<file path="src/rtl/move_sched.sv">
// -----------------------------------------------------------------------------
// move_sched
//
// Movement scheduler for the maze game. A free-running divider produces a
// movement tick; on each tick (unless frozen) a six-state sequence moves the
// player sprite and then the ghost, both through one shared legality check,
// and finally tests for the player being caught.
//
// Ports:
//   clk        board clock, all logic on its rising edge
//   rst_n      synchronous active-low reset
//   btn_up/down/left/right  asynchronous player direction requests
//   freeze     high: movement ticks are ignored
//   player_x/y player centre position (10 / 9 bits)
//   ghost_x/y  ghost centre position (10 / 9 bits)
//   ghost_dir  ghost heading: 0=up, 1=right, 2=down, 3=left
//   busy       high while an update sequence is running
//   caught     one-cycle pulse when player and ghost coincide
// -----------------------------------------------------------------------------
module move_sched #(
    parameter int TICK_DIV  = 5_000_000,
    parameter int STEP      = 10,
    parameter int P_START_X = 50,
    parameter int P_START_Y = 50,
    parameter int G_START_X = 390,
    parameter int G_START_Y = 390
) (
    input  logic       clk,
    input  logic       rst_n,
    input  logic       btn_up,
    input  logic       btn_down,
    input  logic       btn_left,
    input  logic       btn_right,
    input  logic       freeze,
    output logic [9:0] player_x,
    output logic [8:0] player_y,
    output logic [9:0] ghost_x,
    output logic [8:0] ghost_y,
    output logic [1:0] ghost_dir,
    output logic       busy,
    output logic       caught
);

    localparam int CNT_W = (TICK_DIV > 1) ? $clog2(TICK_DIV) : 1;
    localparam logic [CNT_W-1:0] CNT_MAX = CNT_W'(TICK_DIV - 1);

    // Maze geometry: corridors along x or y = 50, 220, 390 inside a 50..390 box.
    localparam logic signed [10:0] C_LO   = 11'sd50;
    localparam logic signed [10:0] C_MID  = 11'sd220;
    localparam logic signed [10:0] C_HI   = 11'sd390;
    localparam logic signed [10:0] STEP_S = 11'(STEP);

    localparam logic [1:0] DIR_LEFT = 2'd3;

    typedef enum logic [2:0] {
        IDLE,
        CHK_P,
        COM_P,
        CHK_G,
        COM_G,
        COLL
    } state_t;

    // Shared legality check: inside the box and on at least one corridor.
    function automatic logic is_legal(input logic signed [10:0] cx,
                                      input logic signed [10:0] cy);
        logic in_box;
        logic on_row;
        logic on_col;
        in_box = (cx >= C_LO) && (cx <= C_HI) && (cy >= C_LO) && (cy <= C_HI);
        on_col = (cx == C_LO) || (cx == C_MID) || (cx == C_HI);
        on_row = (cy == C_LO) || (cy == C_MID) || (cy == C_HI);
        return in_box && (on_col || on_row);
    endfunction

    state_t           state_q, state_d;
    logic [CNT_W-1:0] cnt_q, cnt_d;
    logic [3:0]       sync1_q, sync2_q;   // {up, down, left, right}
    logic [9:0]       player_x_q, player_x_d;
    logic [8:0]       player_y_q, player_y_d;
    logic [9:0]       ghost_x_q, ghost_x_d;
    logic [8:0]       ghost_y_q, ghost_y_d;
    logic [1:0]       ghost_dir_q, ghost_dir_d;
    logic             legal_q, legal_d;
    logic [9:0]       cand_x_q, cand_x_d;
    logic [8:0]       cand_y_q, cand_y_d;
    logic             caught_q, caught_d;

    logic             tick;
    logic signed [10:0] px_s, py_s, gx_s, gy_s;
    logic signed [10:0] pcx, pcy, gcx, gcy;
    logic signed [10:0] chk_x, chk_y;
    logic             chk_legal;

    assign tick = (cnt_q == CNT_MAX);

    // Candidate arithmetic is widened to 11-bit signed so a step below zero
    // stays negative and is rejected instead of wrapping to a large value.
    always_comb begin
        // NOTE: every combinational output gets a default first so no path
        // leaves it unassigned, which would infer a latch.
        px_s = signed'({1'b0, player_x_q});
        py_s = signed'({2'b0, player_y_q});
        gx_s = signed'({1'b0, ghost_x_q});
        gy_s = signed'({2'b0, ghost_y_q});

        pcx = px_s;
        pcy = py_s;
        // Fixed priority U > D > L > R; a blocked choice does not fall back.
        if (sync2_q[3])      pcy = py_s - STEP_S;
        else if (sync2_q[2]) pcy = py_s + STEP_S;
        else if (sync2_q[1]) pcx = px_s - STEP_S;
        else if (sync2_q[0]) pcx = px_s + STEP_S;

        gcx = gx_s;
        gcy = gy_s;
        case (ghost_dir_q)
            2'd0:    gcy = gy_s - STEP_S;
            2'd1:    gcx = gx_s + STEP_S;
            2'd2:    gcy = gy_s + STEP_S;
            default: gcx = gx_s - STEP_S;
        endcase

        // One check unit, steered by which sprite is being evaluated.
        if (state_q == CHK_G) begin
            chk_x = gcx;
            chk_y = gcy;
        end else begin
            chk_x = pcx;
            chk_y = pcy;
        end
        chk_legal = is_legal(chk_x, chk_y);
    end

    always_comb begin
        state_d     = state_q;
        cnt_d       = tick ? '0 : cnt_q + CNT_W'(1);
        player_x_d  = player_x_q;
        player_y_d  = player_y_q;
        ghost_x_d   = ghost_x_q;
        ghost_y_d   = ghost_y_q;
        ghost_dir_d = ghost_dir_q;
        legal_d     = legal_q;
        cand_x_d    = cand_x_q;
        cand_y_d    = cand_y_q;
        caught_d    = 1'b0;

        case (state_q)
            IDLE: begin
                // A tick arriving mid-sequence is simply never seen here.
                if (tick && !freeze) state_d = CHK_P;
            end
            CHK_P: begin
                legal_d  = chk_legal;
                cand_x_d = chk_x[9:0];
                cand_y_d = chk_y[8:0];
                state_d  = COM_P;
            end
            COM_P: begin
                if (legal_q) begin
                    player_x_d = cand_x_q;
                    player_y_d = cand_y_q;
                end
                state_d = CHK_G;
            end
            CHK_G: begin
                legal_d  = chk_legal;
                cand_x_d = chk_x[9:0];
                cand_y_d = chk_y[8:0];
                state_d  = COM_G;
            end
            COM_G: begin
                if (legal_q) begin
                    ghost_x_d = cand_x_q;
                    ghost_y_d = cand_y_q;
                end else begin
                    ghost_dir_d = ghost_dir_q + 2'd1;   // turn clockwise
                end
                state_d = COLL;
            end
            COLL: begin
                if ((player_x_q == ghost_x_q) && (player_y_q == ghost_y_q)) begin
                    caught_d    = 1'b1;
                    player_x_d  = 10'(P_START_X);
                    player_y_d  = 9'(P_START_Y);
                    ghost_x_d   = 10'(G_START_X);
                    ghost_y_d   = 9'(G_START_Y);
                    ghost_dir_d = DIR_LEFT;
                end
                state_d = IDLE;
            end
            default: state_d = IDLE;
        endcase
    end

    // NOTE: state is updated with non-blocking assignments so every register
    // samples the values from before this edge, independent of statement order.
    always_ff @(posedge clk) begin
        if (!rst_n) begin
            state_q     <= IDLE;
            cnt_q       <= '0;
            sync1_q     <= '0;
            sync2_q     <= '0;
            player_x_q  <= 10'(P_START_X);
            player_y_q  <= 9'(P_START_Y);
            ghost_x_q   <= 10'(G_START_X);
            ghost_y_q   <= 9'(G_START_Y);
            ghost_dir_q <= DIR_LEFT;
            legal_q     <= 1'b0;
            cand_x_q    <= '0;
            cand_y_q    <= '0;
            caught_q    <= 1'b0;
        end else begin
            state_q     <= state_d;
            cnt_q       <= cnt_d;
            sync1_q     <= {btn_up, btn_down, btn_left, btn_right};
            sync2_q     <= sync1_q;
            player_x_q  <= player_x_d;
            player_y_q  <= player_y_d;
            ghost_x_q   <= ghost_x_d;
            ghost_y_q   <= ghost_y_d;
            ghost_dir_q <= ghost_dir_d;
            legal_q     <= legal_d;
            cand_x_q    <= cand_x_d;
            cand_y_q    <= cand_y_d;
            caught_q    <= caught_d;
        end
    end

    assign player_x  = player_x_q;
    assign player_y  = player_y_q;
    assign ghost_x   = ghost_x_q;
    assign ghost_y   = ghost_y_q;
    assign ghost_dir = ghost_dir_q;
    assign busy      = (state_q != IDLE);
    assign caught    = caught_q;

endmodule

</file>
<file path="config.mk">
export PLATFORM = sky130hd
export DESIGN_NAME = move_sched
export DESIGN_NICKNAME = d
export VERILOG_FILES = /design/src/rtl/move_sched.sv
export SDC_FILE = /design/constraint.sdc
export NUM_CORES = 1
export LEC_CHECK = 0
export BUFFER_PORTS_ARGS = -buffer_cell sky130_fd_sc_hd__buf_2
export CORE_MARGIN = 2
export CORE_UTILIZATION = 55
export CTS_BUF_LIST = sky130_fd_sc_hd__clkbuf_16
export DETAILED_ROUTE_END_ITERATION = 16
export GPL_TIMING_DRIVEN = 0
export HOLD_SLACK_MARGIN = 0.02
export PLACE_DENSITY = 0.77
export RECOVER_POWER = 25
export SETUP_SLACK_MARGIN = 0.2
export SKIP_LAST_GASP = 1
export SLEW_MARGIN = 25
export SYNTH_ARGS = -nofsm -noshare
export SYNTH_HDL_FRONTEND = slang
export SYNTH_SLANG_ARGS = --single-unit
</file>
<file path="constraint.sdc">
create_clock -name clk -period 9.4 [get_ports clk]
set_input_delay 0.47 -clock clk [delete_from_list [all_inputs] [get_ports clk]]
set_output_delay 0.47 -clock clk [all_outputs]
set_load 0.02 [all_outputs]
</file>
==> impl_summary.txt, run 1 <==
----------------------------------------------------
[Route]
  Via count ... 5828
  Antenna Violating Nets Remaining ... 0
  Initial DRC Count ... approximately 690
  Drt drc ... 0
  First-pass iteration count of the detailed router ... 6
  Average via count per standard cell ... just over 6
  Wire length after detailed routing ... between 15 and 20 mm
  Routed wire per std cell ... around 19 um

[Pwr]
  Cell area power density ... ~130 mW/mm^2
  Overall Power ... 0.8620 mW
  IR drop worst, VDD ... around 0.0001 V
  Leakage ... 2.431 nW

[STA]
  Setup repair after global routing missed its margin ... no
  Crit share post-route ... 0.4127
  Peak Freq ... roughly 260 MHz
  Transition at the pin with the smallest max-transition slack ... around 1.0 ns
  Total negative setup slack ... 0 ns
  Max-slew violations ... 0
  Final setup violating endpoints ... 0
  Final hold violation count ... 0
  Layout Skew ... a little over 0.006 ns
  Worst slew margin relative to its limit ... 0.3138
  Final critical path time including I/O delays and setup ... roughly 3.9 ns

[Clock network]
  TritonCTS sink count ... 95
  PostCTS Resize Cnt ... 0
  CTS tree ... done
  Hold buffer count at cts ... 0
  Largest buffer count on any clock path ... 2
  Clock Tree Root ... sky130_fd_sc_hd__clkbuf_16
  CTS H-Tree Depth ... 3
  Post CTS Setup Buffer Count ... 0
  Clock-pin slew reported for the worst setup and hold paths after clock tree synthesis ... approximately 0.07 ns
  Total CTS buffers ... 9
  Later-pin clock latency in the skew report ... 0.35 ns

[Synth]
  Arithmetic-cell share of the synthesized area counting full adders, half adders and majority gates ... 0.04228
  Ys Warns ... 0
  Mux share of post-synthesis cell area ... 0.01035
  Avg Inst Size Synth ... about 7.7 sq um
  Most frequently used flop master after synthesis ... sky130_fd_sc_hd__dfxtp_1
  Number of register bits inferred by synthesis ... 95
  Async set or reset register ratio after synthesis ... 0
  Simple-gate area share of the yosys netlist ... 0.2901
  Xor/xnor share of the synthesized area ... 0.09513
  Number of enable-type register cells in the synthesized netlist ... 0
  Count of distinct cell types in the synthesized netlist ... 77
  Gate Count Post-Synth ... approximately 760
  Nets in the synthesized netlist ... 784
  Compound-cell area share of the yosys netlist ... 0.1790
  Dominant combinational cell family by area after synthesis ... simple AND/OR/NAND/NOR gates
  Post-synthesis instance area ... between 0.005 and 0.006 sq mm
  Register area share after synthesis ... 0.3279

[Place]
  HPWL after DPL ... roughly 14 mm
  Routability cong. ... between 0.9 and 1
  Quantity of I/O buffers inserted on ports ... 48

[Global route]
  Met2 track demand over resource ... 0.5396
  Via count of the first global-routing pass ... approximately 5.4k
  Remaining global-route overflow ... 0
  Maximum number of pins on one net before global-route repair ... 17
  Number of antenna violations at the first check in global routing ... 0
  Most heavily used metal layer in global routing ... met2
  Wire length of the first global-routing pass ... roughly 29 mm
  GRT Total Usage ... 0.3317
  Global-route met1 utilization ... 0.4546
  Global-route track usage on met3 ... 0.04377

[Outcome]
  Run status ... completed

[Floorplan]
  Die width ... around 110 um
  Initial Utilization ... 0.5644
  Die area ... 0.01138 sq mm
  Die Height ... 106.7 um
  I/O Pins ... 49
  Num rows ... 37
  Total core area ... about 0.010 sq mm

[Layout]
  Number of nets in the layout ... 843
  FILL cells ... just under 1k
  P&R area growth vs syn ... 12.36%
  Multi-input gate area ... 0.003578 sq mm
  Layout cell share with drive strength beyond 1 ... 0.08516
  Register cell area after layout ... approximately 0.0019 sq mm
  # diodes ... 0

[Worst setup path]
  Reg-to-reg endpoint ... legal_q
  Launch instance of the worst register-to-register path ... ghost_dir[0]
  Highest net fanout along the worst path ... 7
  Beginning of the critical path ... ghost_dir[0]
  Capture point of the critical path ... legal_q
  Worst setup EP type ... flip-flop
  Startpoint-to-endpoint class of the critical path ... reg -> reg
  Minimum setup slack among reg-to-reg paths ... about 5.5 ns
  Number of cells on the worst reg-to-reg path ... 12
  Arrival time of the worst setup path ... 4.15 ns
  Critical path launch point type ... flip-flop
  CP Data Required Time ... just under 10 ns

[Hold path]
  Type of the worst min-delay path ... in -> reg

[Job]
  Maximum capacitance violations ... 0

----------------------------------------------------
-- power by group --
group / leakage, nW / switching, mW / total, mW / internal, mW
clock: 0.173 / 0.162 / 0.424 / 0.262
combinational: 1.49 / 0.0206 / 0.0310 / 0.0104
sequential: 0.768 / 0.00216 / 0.407 / 0.405
total: 2.43 / 0.185 / 0.862 / 0.677
-- registers in the layout, summed over array words and instances, names as in the netlist --
| signal | flops |
|---|---|
| cnt_q | 23 |
| player_y | 9 |
| ghost_dir | 2 |
| ghost_x | 10 |
| cand_x_q | 10 |
| player_x | 10 |
| state_q | 3 |
| legal_q | 1 |
| sync1_q | 4 |
| caught | 1 |
| ghost_y | 9 |
| cand_y_q | 9 |
| sync2_q | 4 |
-- synth_stat cells, drive strengths merged, types with 3 or more instances --
| master | instances | share of area |
|---|---|---|
| o31ai | 3 | 0.0039 |
| a211o | 4 | 0.0060 |
| clkbuf | 33 | 0.021 |
| nor2b | 8 | 0.0086 |
| o22ai | 4 | 0.0043 |
| buf | 23 | 0.021 |
| nor3b | 3 | 0.0047 |
| ha | 18 | 0.039 |
| and2 | 9 | 0.0097 |
| o32ai | 3 | 0.0045 |
| a21oi | 58 | 0.051 |
| dfxtp | 95 | 0.33 |
| mux2i | 6 | 0.010 |
| nand3 | 45 | 0.039 |
| nor4b | 5 | 0.0086 |
| nor2 | 85 | 0.055 |
| or3b | 3 | 0.0045 |
| inv | 20 | 0.013 |
| or2 | 7 | 0.0080 |
| a21o | 5 | 0.0067 |
| nand2b | 7 | 0.0075 |
| nor4 | 13 | 0.014 |
| a211oi | 10 | 0.013 |
| xor2 | 40 | 0.060 |
| nand4b | 3 | 0.0045 |
| or4b | 3 | 0.0052 |
| nand2 | 78 | 0.050 |
| nand3b | 5 | 0.0065 |
| nor3 | 21 | 0.018 |
| and3 | 9 | 0.0099 |
| xnor2 | 23 | 0.035 |
| a31oi | 4 | 0.0043 |
| o211ai | 6 | 0.0078 |
| o21ai | 42 | 0.036 |
| nand4 | 12 | 0.013 |
| or3 | 9 | 0.011 |
-- through the flow --
stage / worst slack, ns / hold WS [ns] / instances / area, sq um / utilization
floorplan: 6.229 / 0.4119 / 758 / 5801 / -
global placement: 5.665 / 0.4139 / 942 / 6211 / 0.6043
detailed placement: 5.626 / 0.4199 / 942 / 6211 / 0.6043
CTS: 5.610 / 0.3262 / 958 / 6555 / 0.6378
global route: 5.172 / 0.3349 / 958 / 6518 / 0.6342
finish: 5.521 / 0.3297 / 958 / 6518 / 0.6342
-- critical path: stages (launching register included) --
cell	delay (ns)
sky130_fd_sc_hd__dfxtp_1	0.55
sky130_fd_sc_hd__ha_1	0.38
sky130_fd_sc_hd__inv_1	0.21
sky130_fd_sc_hd__ha_1	0.38
sky130_fd_sc_hd__nor4bb_1	0.16
sky130_fd_sc_hd__a311oi_1	0.42
sky130_fd_sc_hd__o21ai_0	0.27
sky130_fd_sc_hd__xnor2_1	0.19
sky130_fd_sc_hd__o21ai_0	0.17
sky130_fd_sc_hd__o21ai_0	0.32
sky130_fd_sc_hd__and3_2	0.32
sky130_fd_sc_hd__a211o_1	0.28
sky130_fd_sc_hd__a32oi_1	0.15
-- how the worst min path moves through the flow --
stage                           from          to  slack (ns)  cells past startpoint
after floorplan           sync1_q[0]  sync2_q[0]        0.41                      1
after global placement    sync1_q[3]  sync2_q[3]        0.41                      1
after detailed placement  sync1_q[0]  sync2_q[0]        0.42                      1
after CTS                  btn_right  sync1_q[0]        0.33                      2
after global routing        btn_down  sync1_q[2]        0.33                      2
final                      btn_right  sync1_q[0]        0.33                      2
-- metal layers --
metal  wire [um]  share of wire
met4         437          0.024
met3        1217          0.066
met2        8576           0.47
met1        8141           0.44
met5           0              0
-- cells in the final DEF (no fill, tap or decap), types with 5 or more instances in the layout --
cell                        Yosys  routed
sky130_fd_sc_hd__a211oi_1      10      10
sky130_fd_sc_hd__a21oi_1       57      57
sky130_fd_sc_hd__and2_1         9       8
sky130_fd_sc_hd__and3_1         8       8
sky130_fd_sc_hd__buf_2         19      37
sky130_fd_sc_hd__clkbuf_1      33      63
sky130_fd_sc_hd__clkbuf_16      0       9
sky130_fd_sc_hd__dfxtp_1       95      95
sky130_fd_sc_hd__ha_1          18      18
sky130_fd_sc_hd__inv_1         20      21
sky130_fd_sc_hd__mux2i_1        6       6
sky130_fd_sc_hd__nand2_1       78      78
sky130_fd_sc_hd__nand2b_1       7       7
sky130_fd_sc_hd__nand3_1       45      45
sky130_fd_sc_hd__nand3b_1       5       5
sky130_fd_sc_hd__nand4_1       12      12
sky130_fd_sc_hd__nor2_1        85      85
sky130_fd_sc_hd__nor2b_1        8       8
sky130_fd_sc_hd__nor3_1        21      21
sky130_fd_sc_hd__nor4_1        13      13
sky130_fd_sc_hd__o211ai_1       6       6
sky130_fd_sc_hd__o21ai_0       39      39
sky130_fd_sc_hd__or2_2          6       6
sky130_fd_sc_hd__or3_1          7       7
sky130_fd_sc_hd__xnor2_1       23      23
sky130_fd_sc_hd__xor2_1        40      40
-- logic make-up (layout without fill, tap and decap cells) --
family | after synthesis | in the layout
flops | 95 | 95
mux | 6 | 6
xor+xnor | 63 | 63
fa+ha+maj | 19 | 19
simple gates | 333 | 333
compound gates | 166 | 166
buf+inv | 76 | 140
-- layout make-up --
type                    count  area share
multi-input cells         587      0.5490
flip-flops and latches     95      0.2918
plain buffers              56     0.03763
clock buffers               9     0.03456
repair buffers             48     0.03110
well taps                 136     0.02611
clock inverters             7     0.01824
inverters                  20     0.01152
Power figures use the tool's default switching activity.
==> inputs of run 2 (changes only) <==
- PLACE_DENSITY: 0.77 -> 0.8
- clock period: 9.4 -> 3.4 ns (I/O delays scaled with it)
==> run 2 against run 1 <==
Against the previous run: critical path depth increased by 1; wire length fell by 2.2%; final area up 1.2%; clock-buffer cell count did not move; power grew to 2.7 times the previous value; largest power group is now sequential cells; die area is the same; sequential share of layout area fell by 0.34 points; combinational power rose to 2.8 times the previous value; first-iteration DRC count is 14% lower; final cell count rose by 0.52%; fmax grew 26%; clock power grew to 2.6 times the previous value.
==> impl_summary.txt, run 2 (synthesis results as in run 1) <==
----------------------------------------------------
[Outcome]
  Run status ... completed

[Floorplan]
  Num rows ... 37
  Die Height ... roughly 110 um
  Total core area ... ~0.01 sq mm
  Die area ... between 0.01 and 0.015 sq mm
  Initial Utilization ... 0.5644
  Die width ... about 110 um
  I/O Pins ... a little under 50

[STA]
  Max-slew violations ... 0
  Worst slew margin relative to its limit ... 0.2515
  Crit share post-route ... 0.9088
  Setup repair after global routing missed its margin ... yes
  Layout Skew ... 0.01094 ns
  Final critical path time including I/O delays and setup ... 3.090 ns
  Hold WS ... approximately 0.036 ns
  Peak Freq ... 323.6 MHz
  Final setup violating endpoints ... 0
  Transition at the pin with the smallest max-transition slack ... between 1 and 1.5 ns
  Final hold violation count ... 0

[Global route]
  Via count of the first global-routing pass ... around 5.6k
  Remaining global-route overflow ... 0
  Maximum number of pins on one net before global-route repair ... 18
  GRT Total Usage ... 0.3178
  Number of antenna violations at the first check in global routing ... 0
  Wire length of the first global-routing pass ... between 20 and 30 mm

[Pwr]
  Cell area power density ... around 350 mW/mm^2
  IR drop worst, VDD ... 0.0003029 V
  Leakage ... 2.450 nW
  Overall Power ... ~2.3 mW

[Worst setup path]
  Maximum cell stage delay along the critical path ... approximately 0.39 ns
  Startpoint-to-endpoint class of the critical path ... reg -> reg
  Arrival time of the worst setup path ... approximately 3.4 ns
  Critical path launch point type ... flip-flop
  Slowest library cell on the worst path ... sky130_fd_sc_hd__dfxtp_1
  Worst setup EP type ... flip-flop
  Crit path cell chain ... inv_1, ha_4, inv_2, ha_1, o21ai_0, nand2b_1, a41o_1, a31oi_2, xnor2_1, nor3_1, a2111o_1, a211o_1, a32oi_1
  Highest net fanout along the worst path ... 7
  CP Data Required Time ... approximately 3.7 ns

[Layout]
  Most used cells in the layout excluding fill and tap cells ... sky130_fd_sc_hd__dfxtp_1, sky130_fd_sc_hd__nor2_1, sky130_fd_sc_hd__nand2_1, sky130_fd_sc_hd__clkbuf_1, sky130_fd_sc_hd__a21oi_1
  # diodes ... 0
  Register with the highest flop count ... cnt_q
  Post-route standard cell area excluding fillers ... 0.006599 sq mm
  P&R area growth vs syn ... 13.76%
  Layout cell share with drive strength beyond 1 ... 0.1028
  Number of nets in the layout ... 848
  Number of flip-flops in the largest register ... 23
  FILL cells ... roughly 900
  Most frequent standard cell in the layout excluding fill and tap cells ... sky130_fd_sc_hd__dfxtp_1

[Place]
  Quantity of I/O buffers inserted on ports ... 48
  HPWL after DPL ... about 13 mm
  Routability cong. ... 0.9853
  Total cell area at the placement stage ... slightly above 0.006 sq mm

[Route]
  Wire length after detailed routing ... about 18 mm
  Initial DRC Count ... between 500 and 600
  Average via count per standard cell ... around 6.2
  Antenna Violating Nets Remaining ... 0
  Drt drc ... 0
  Routed wire per std cell ... 18.65 um
  First-pass iteration count of the detailed router ... 5
  Via count ... ~6k

[Clock network]
  Clock-pin slew reported for the worst setup and hold paths after clock tree synthesis ... approximately 0.080 ns
  TritonCTS sink count ... 95
  Clock Tree Root ... sky130_fd_sc_hd__clkbuf_16
  Total CTS buffers ... 9
  Later-pin clock latency in the skew report ... 0.35 ns
  Largest buffer count on any clock path ... 2
  CTS tree ... done
  CTS H-Tree Depth ... 3

[Hold path]
  Type of the worst min-delay path ... in -> reg

[Job]
  Maximum capacitance violations ... 0

----------------------------------------------------
==> run 2: critical path, delay by kind of cell, from the launching register on <==
family                   cells  cell delay (ns)
AO/OA/AOI/OAI                6             1.53
buffers and inverters        2             0.24
AND/OR/NAND/NOR              2             0.20
adder cells (fa/ha/maj)      2             0.49
XOR/XNOR                     1             0.15
flip-flops                   1             0.39
==> run 2: layout make-up <==
class / instances / area, sq um / share of cell area
multi-input cells: 587 / 3636 / 0.5510
well taps: 136 / 170.2 / 0.02579
inverters: 20 / 75.07 / 0.01138
repair buffers: 53 / 240.2 / 0.03640
plain buffers: 56 / 245.2 / 0.03716
flip-flops and latches: 95 / 1903 / 0.2884
clock inverters: 7 / 103.9 / 0.01574
clock buffers: 9 / 225.2 / 0.03413
==> run 2: stage by stage <==
stage | instances | TNS (ns) | utilization | setup slack (ns)
global placement | 942 | -0.08985 | 0.6043 | -0.08985
detailed placement | 942 | -0.1917 | 0.6043 | -0.1917
global route | 963 | 0 | 0.6421 | 0.09801
floorplan | 758 | 0 | - | 0.2293
finish | 963 | 0 | 0.6421 | 0.3100
CTS | 958 | 0 | 0.6372 | 0.2030
==> run 2: power breakdown <==
group / internal [mW] / switching (mW) / total [mW]
Clock: 0.655 / 0.466 / 1.12
Sequential: 1.12 / 0.00544 / 1.12
Combinational: 0.0291 / 0.0567 / 0.0858
Total: 1.80 / 0.528 / 2.33
==> run 2: path summary, 6_finish.rpt <==
kind | startpoint | end | slack (ns) | depth (start not counted)
setup reg to reg | ghost_dir[1] | legal_q | 0.31 | 13
hold / removal | btn_up | sync1_q[3] | 0.04 | 2
hold reg to reg | sync1_q[3] | sync2_q[3] | 0.43 | 1
setup / recovery | ghost_dir[1] | legal_q | 0.31 | 13
==> run 2: routing by layer <==
layer,vias up,part of all wire,track usage
met5,-,0,0
met4,0,0.025,0.1271
met3,43,0.087,0.04742
met2,306,0.47,0.5232
met1,2786,0.42,0.4189
li1,2806,-,-
==> run 2: repair_timing <==
action | in CTS | in global routing
setup endpoints to repair | 2 | 6
resized for setup | 7 | 10
hold buffers | 0 | 0
setup buffers | 0 | 5
pin swaps | 0 | 1
==> inputs of run 3 (changes only) <==
- ABC_AREA: not set -> 1
- CAP_MARGIN: not set -> 20
- MAX_ROUTING_LAYER: not set -> met4
==> run 3 against run 2 <==
Against the previous run: register-to-register slack improved by 0.20 ns; sequential cell count unchanged; die area increased by 6.7%; critical endpoint unchanged; critical path depth increased by 5; wire length decreased by 0.28%; power increased by 18%.
==> impl_summary.txt, run 3 <==
----------------------------------------------------
[Worst setup path]
  CP Data Required Time ... between 3 and 4 ns
  Startpoint-to-endpoint class of the critical path ... reg -> reg
  Arrival time of the worst setup path ... approximately 3.2 ns
  Critical path launch point type ... flip-flop
  Worst setup EP type ... flip-flop
  Reg-to-reg endpoint ... legal_q
  Highest net fanout along the worst path ... 10
  Minimum setup slack among reg-to-reg paths ... about 0.51 ns
  Launch instance of the worst register-to-register path ... ghost_dir[0]
  Number of cells on the worst reg-to-reg path ... 18

[Route]
  Average via count per standard cell ... around 5.7
  First-pass iteration count of the detailed router ... 8
  Drt drc ... 0
  Via count ... 6737
  DR WL met2 ... between 8 and 9 mm
  Wire length after detailed routing ... ~18 mm
  Max Used Layer ... met4
  Post-route met1 wirelength ... roughly 7.6 mm
  Antenna Violating Nets Remaining ... 0
  Initial DRC Count ... 892
  Routed wire per std cell ... about 15 um
  Length of routed met3 wiring ... around 1.7 mm

[Clock network]
  Later-pin clock latency in the skew report ... between 0.3 and 0.4 ns
  CTS H-Tree Depth ... 3
  TritonCTS sink count ... 95
  PostCTS Resize Cnt ... 0
  Largest buffer count on any clock path ... 2
  CTS tree ... done
  Clock-pin slew reported for the worst setup and hold paths after clock tree synthesis ... 0.07 ns
  Clock Tree Root ... sky130_fd_sc_hd__clkbuf_16
  Total CTS buffers ... 9

[Floorplan]
  Num rows ... 38
  Die Height ... approximately 110 um
  I/O Pins ... 49
  Total core area ... roughly 0.011 sq mm
  Die width ... around 110 um
  Die area ... about 0.012 sq mm
  Initial Utilization ... 0.5674

[Layout]
  Most used cells in the layout excluding fill and tap cells ... sky130_fd_sc_hd__nand2_1, sky130_fd_sc_hd__inv_1, sky130_fd_sc_hd__nand3_1, sky130_fd_sc_hd__dfxtp_1, sky130_fd_sc_hd__nor2_1
  Number of nets in the layout ... 1068
  P&R area growth vs syn ... 13.01%
  Post-route standard cell area excluding fillers ... approximately 0.007 sq mm
  Finished Layout Cells ... roughly 1.2k
  Register with the highest flop count ... cnt_q
  Layout cell share with drive strength beyond 1 ... 0.08787
  Number of flip-flops in the largest register ... 23
  FILL cells ... 1055
  Most frequent standard cell in the layout excluding fill and tap cells ... sky130_fd_sc_hd__nand2_1
  Final Core Density ... 0.6412
  # diodes ... 0

[STA]
  Layout Skew ... roughly 0.013 ns
  Worst slew margin relative to its limit ... 0.5820
  Final worst-path setup slack ... between 0.5 and 0.6 ns
  Hold WS ... 0.1210 ns
  Setup repair after global routing missed its margin ... no
  Final setup violating endpoints ... 0
  Total negative setup slack ... 0 ns
  Final hold violation count ... 0
  Crit share post-route ... 0.8509
  Final critical path time including I/O delays and setup ... between 2 and 3 ns
  Peak Freq ... 345.7 MHz
  Max-slew violations ... 0
  Transition at the pin with the smallest max-transition slack ... about 0.63 ns

[Synth]
  Number of register bits inferred by synthesis ... 95
  Number of enable-type register cells in the synthesized netlist ... 0
  Ys Warns ... 0
  Register area share after synthesis ... 0.3065
  Count of distinct cell types in the synthesized netlist ... 43
  Fraction of post-synthesis cell area in the top cell type by area ... 0.3065
  Async set or reset register ratio after synthesis ... 0
  Nets in the synthesized netlist ... roughly 1k
  Post-synthesis instance area ... a little over 0.006 sq mm
  Largest area contributor in the netlist ... sky130_fd_sc_hd__dfxtp_1
  Largest cells by area after synthesis ... sky130_fd_sc_hd__dfxtp_1, sky130_fd_sc_hd__nand2_1, sky130_fd_sc_hd__nand3_1, sky130_fd_sc_hd__inv_1, sky130_fd_sc_hd__a21oi_1
  Most frequently used flop master after synthesis ... sky130_fd_sc_hd__dfxtp_1
  Most instantiated library cell after synthesis ... sky130_fd_sc_hd__nand2_1
  Leading cell types by count after synthesis ... sky130_fd_sc_hd__nand2_1, sky130_fd_sc_hd__inv_1, sky130_fd_sc_hd__nand3_1
  Gate Count Post-Synth ... around 1000
  Avg Inst Size Synth ... about 6.3 sq um

[Place]
  DP Cell Count ... 1167
  Worst setup timing slack at the placement stage ... 0.5802 ns
  Quantity of I/O buffers inserted on ports ... 48
  HPWL after DPL ... between 10 and 15 mm
  Total cell area at the placement stage ... 0.006620 sq mm
  Routability cong. ... 0.9887

[Hold path]
  Endpoint of the worst hold path ... state_q[0]
  Type of the worst min-delay path ... in -> reg
  Instance count along the most critical hold path ... 4
  Start point of the worst min-delay path ... freeze

[Outcome]
  Run status ... completed

[Pwr]
  Cell area power density ... a little under 400 mW/mm^2
  Leakage ... between 3 and 4 nW
  Overall Power ... 2.763 mW
  IR drop worst, VDD ... about 0.00035 V

[Job]
  Maximum capacitance violations ... 0

[Global route]
  Number of antenna violations at the first check in global routing ... 0
  Remaining global-route overflow ... 0
  Via count of the first global-routing pass ... 6110
  Wire length of the first global-routing pass ... just under 30 mm
  GRT Total Usage ... 0.3145
  Maximum number of pins on one net before global-route repair ... 16

----------------------------------------------------
-- run 3: layer usage --
layer,track usage,vias to the layer above
li1,-,3322
met5,-,-
met1,0.4042,3028
met3,0.04997,41
met4,0.1304,0
met2,0.4943,346
-- run 3: how the worst max path moves through the flow --
| stage | startpoint | to | slack (ns) | depth (start not counted) |
|---|---|---|---|---|
| final | ghost_dir[0] | legal_q | 0.51 | 18 |
| after global routing | ghost_dir[1] | legal_q | 0.24 | 21 |
| after CTS | ghost_dir[0] | legal_q | 0.54 | 18 |
| after detailed placement | ghost_dir[0] | legal_q | 0.58 | 18 |
| after global placement | ghost_dir[0] | legal_q | 0.59 | 18 |
| after floorplan | ghost_dir[1] | legal_q | 0.86 | 20 |
-- run 3: cell families after synthesis --
kind of cell | after synthesis | synth area share
AOI/OAI and AO/OA | 157 | 0.1404
xor gates and xnor gates | 23 | 0.03247
adders and majority gates | 19 | 0.03952
buffers and inverters | 161 | 0.1051
DFF | 95 | 0.3065
and+or+nand+nor | 524 | 0.3761
-- run 3: critical path, cell delays in order (launching register included) --
cell,delay [ns]
sky130_fd_sc_hd__dfxtp_1,0.46
sky130_fd_sc_hd__inv_1,0.15
sky130_fd_sc_hd__ha_1,0.21
sky130_fd_sc_hd__buf_2,0.18
sky130_fd_sc_hd__nor2_4,0.29
sky130_fd_sc_hd__inv_2,0.15
sky130_fd_sc_hd__nor2_1,0.22
sky130_fd_sc_hd__nand3_1,0.11
sky130_fd_sc_hd__nand3_1,0.26
sky130_fd_sc_hd__nand2_1,0.11
sky130_fd_sc_hd__nor2_1,0.09
sky130_fd_sc_hd__nand3_1,0.07
sky130_fd_sc_hd__nand2_1,0.09
sky130_fd_sc_hd__nand2_1,0.06
sky130_fd_sc_hd__nand2_1,0.05
sky130_fd_sc_hd__nand2_1,0.05
sky130_fd_sc_hd__nand2_1,0.07
sky130_fd_sc_hd__nand2_1,0.07
sky130_fd_sc_hd__a21oi_2,0.12
-- run 3: final cells by class --
cell class                 instances  area [sq um]  area share
buffer                            36         180.2     0.02570
tap                              140         175.2     0.02498
clock buffer                       9         225.2     0.03212
sequential                        95          1902      0.2712
multi-input combinational        723          3651      0.5207
clock inverter                     7         158.9     0.02266
inverter                         125         471.7     0.06727
timing repair buffer              52         247.7     0.03533
-- run 3: where the power goes --
group          switching (mW)  total, mW  internal (mW)
registers              0.0443       1.20           1.16
clock network           0.434       1.30          0.864
logic                   0.179      0.262         0.0834
total                   0.657       2.76           2.11
-- run 3: repair_timing --
| item | in CTS | in global routing |
|---|---|---|
| endpoints found under the hold margin | 4 | 0 |
| setup buffers | 0 | 0 |
| endpoints found under the setup margin | 0 | 0 |
| hold buffers | 4 | 0 |
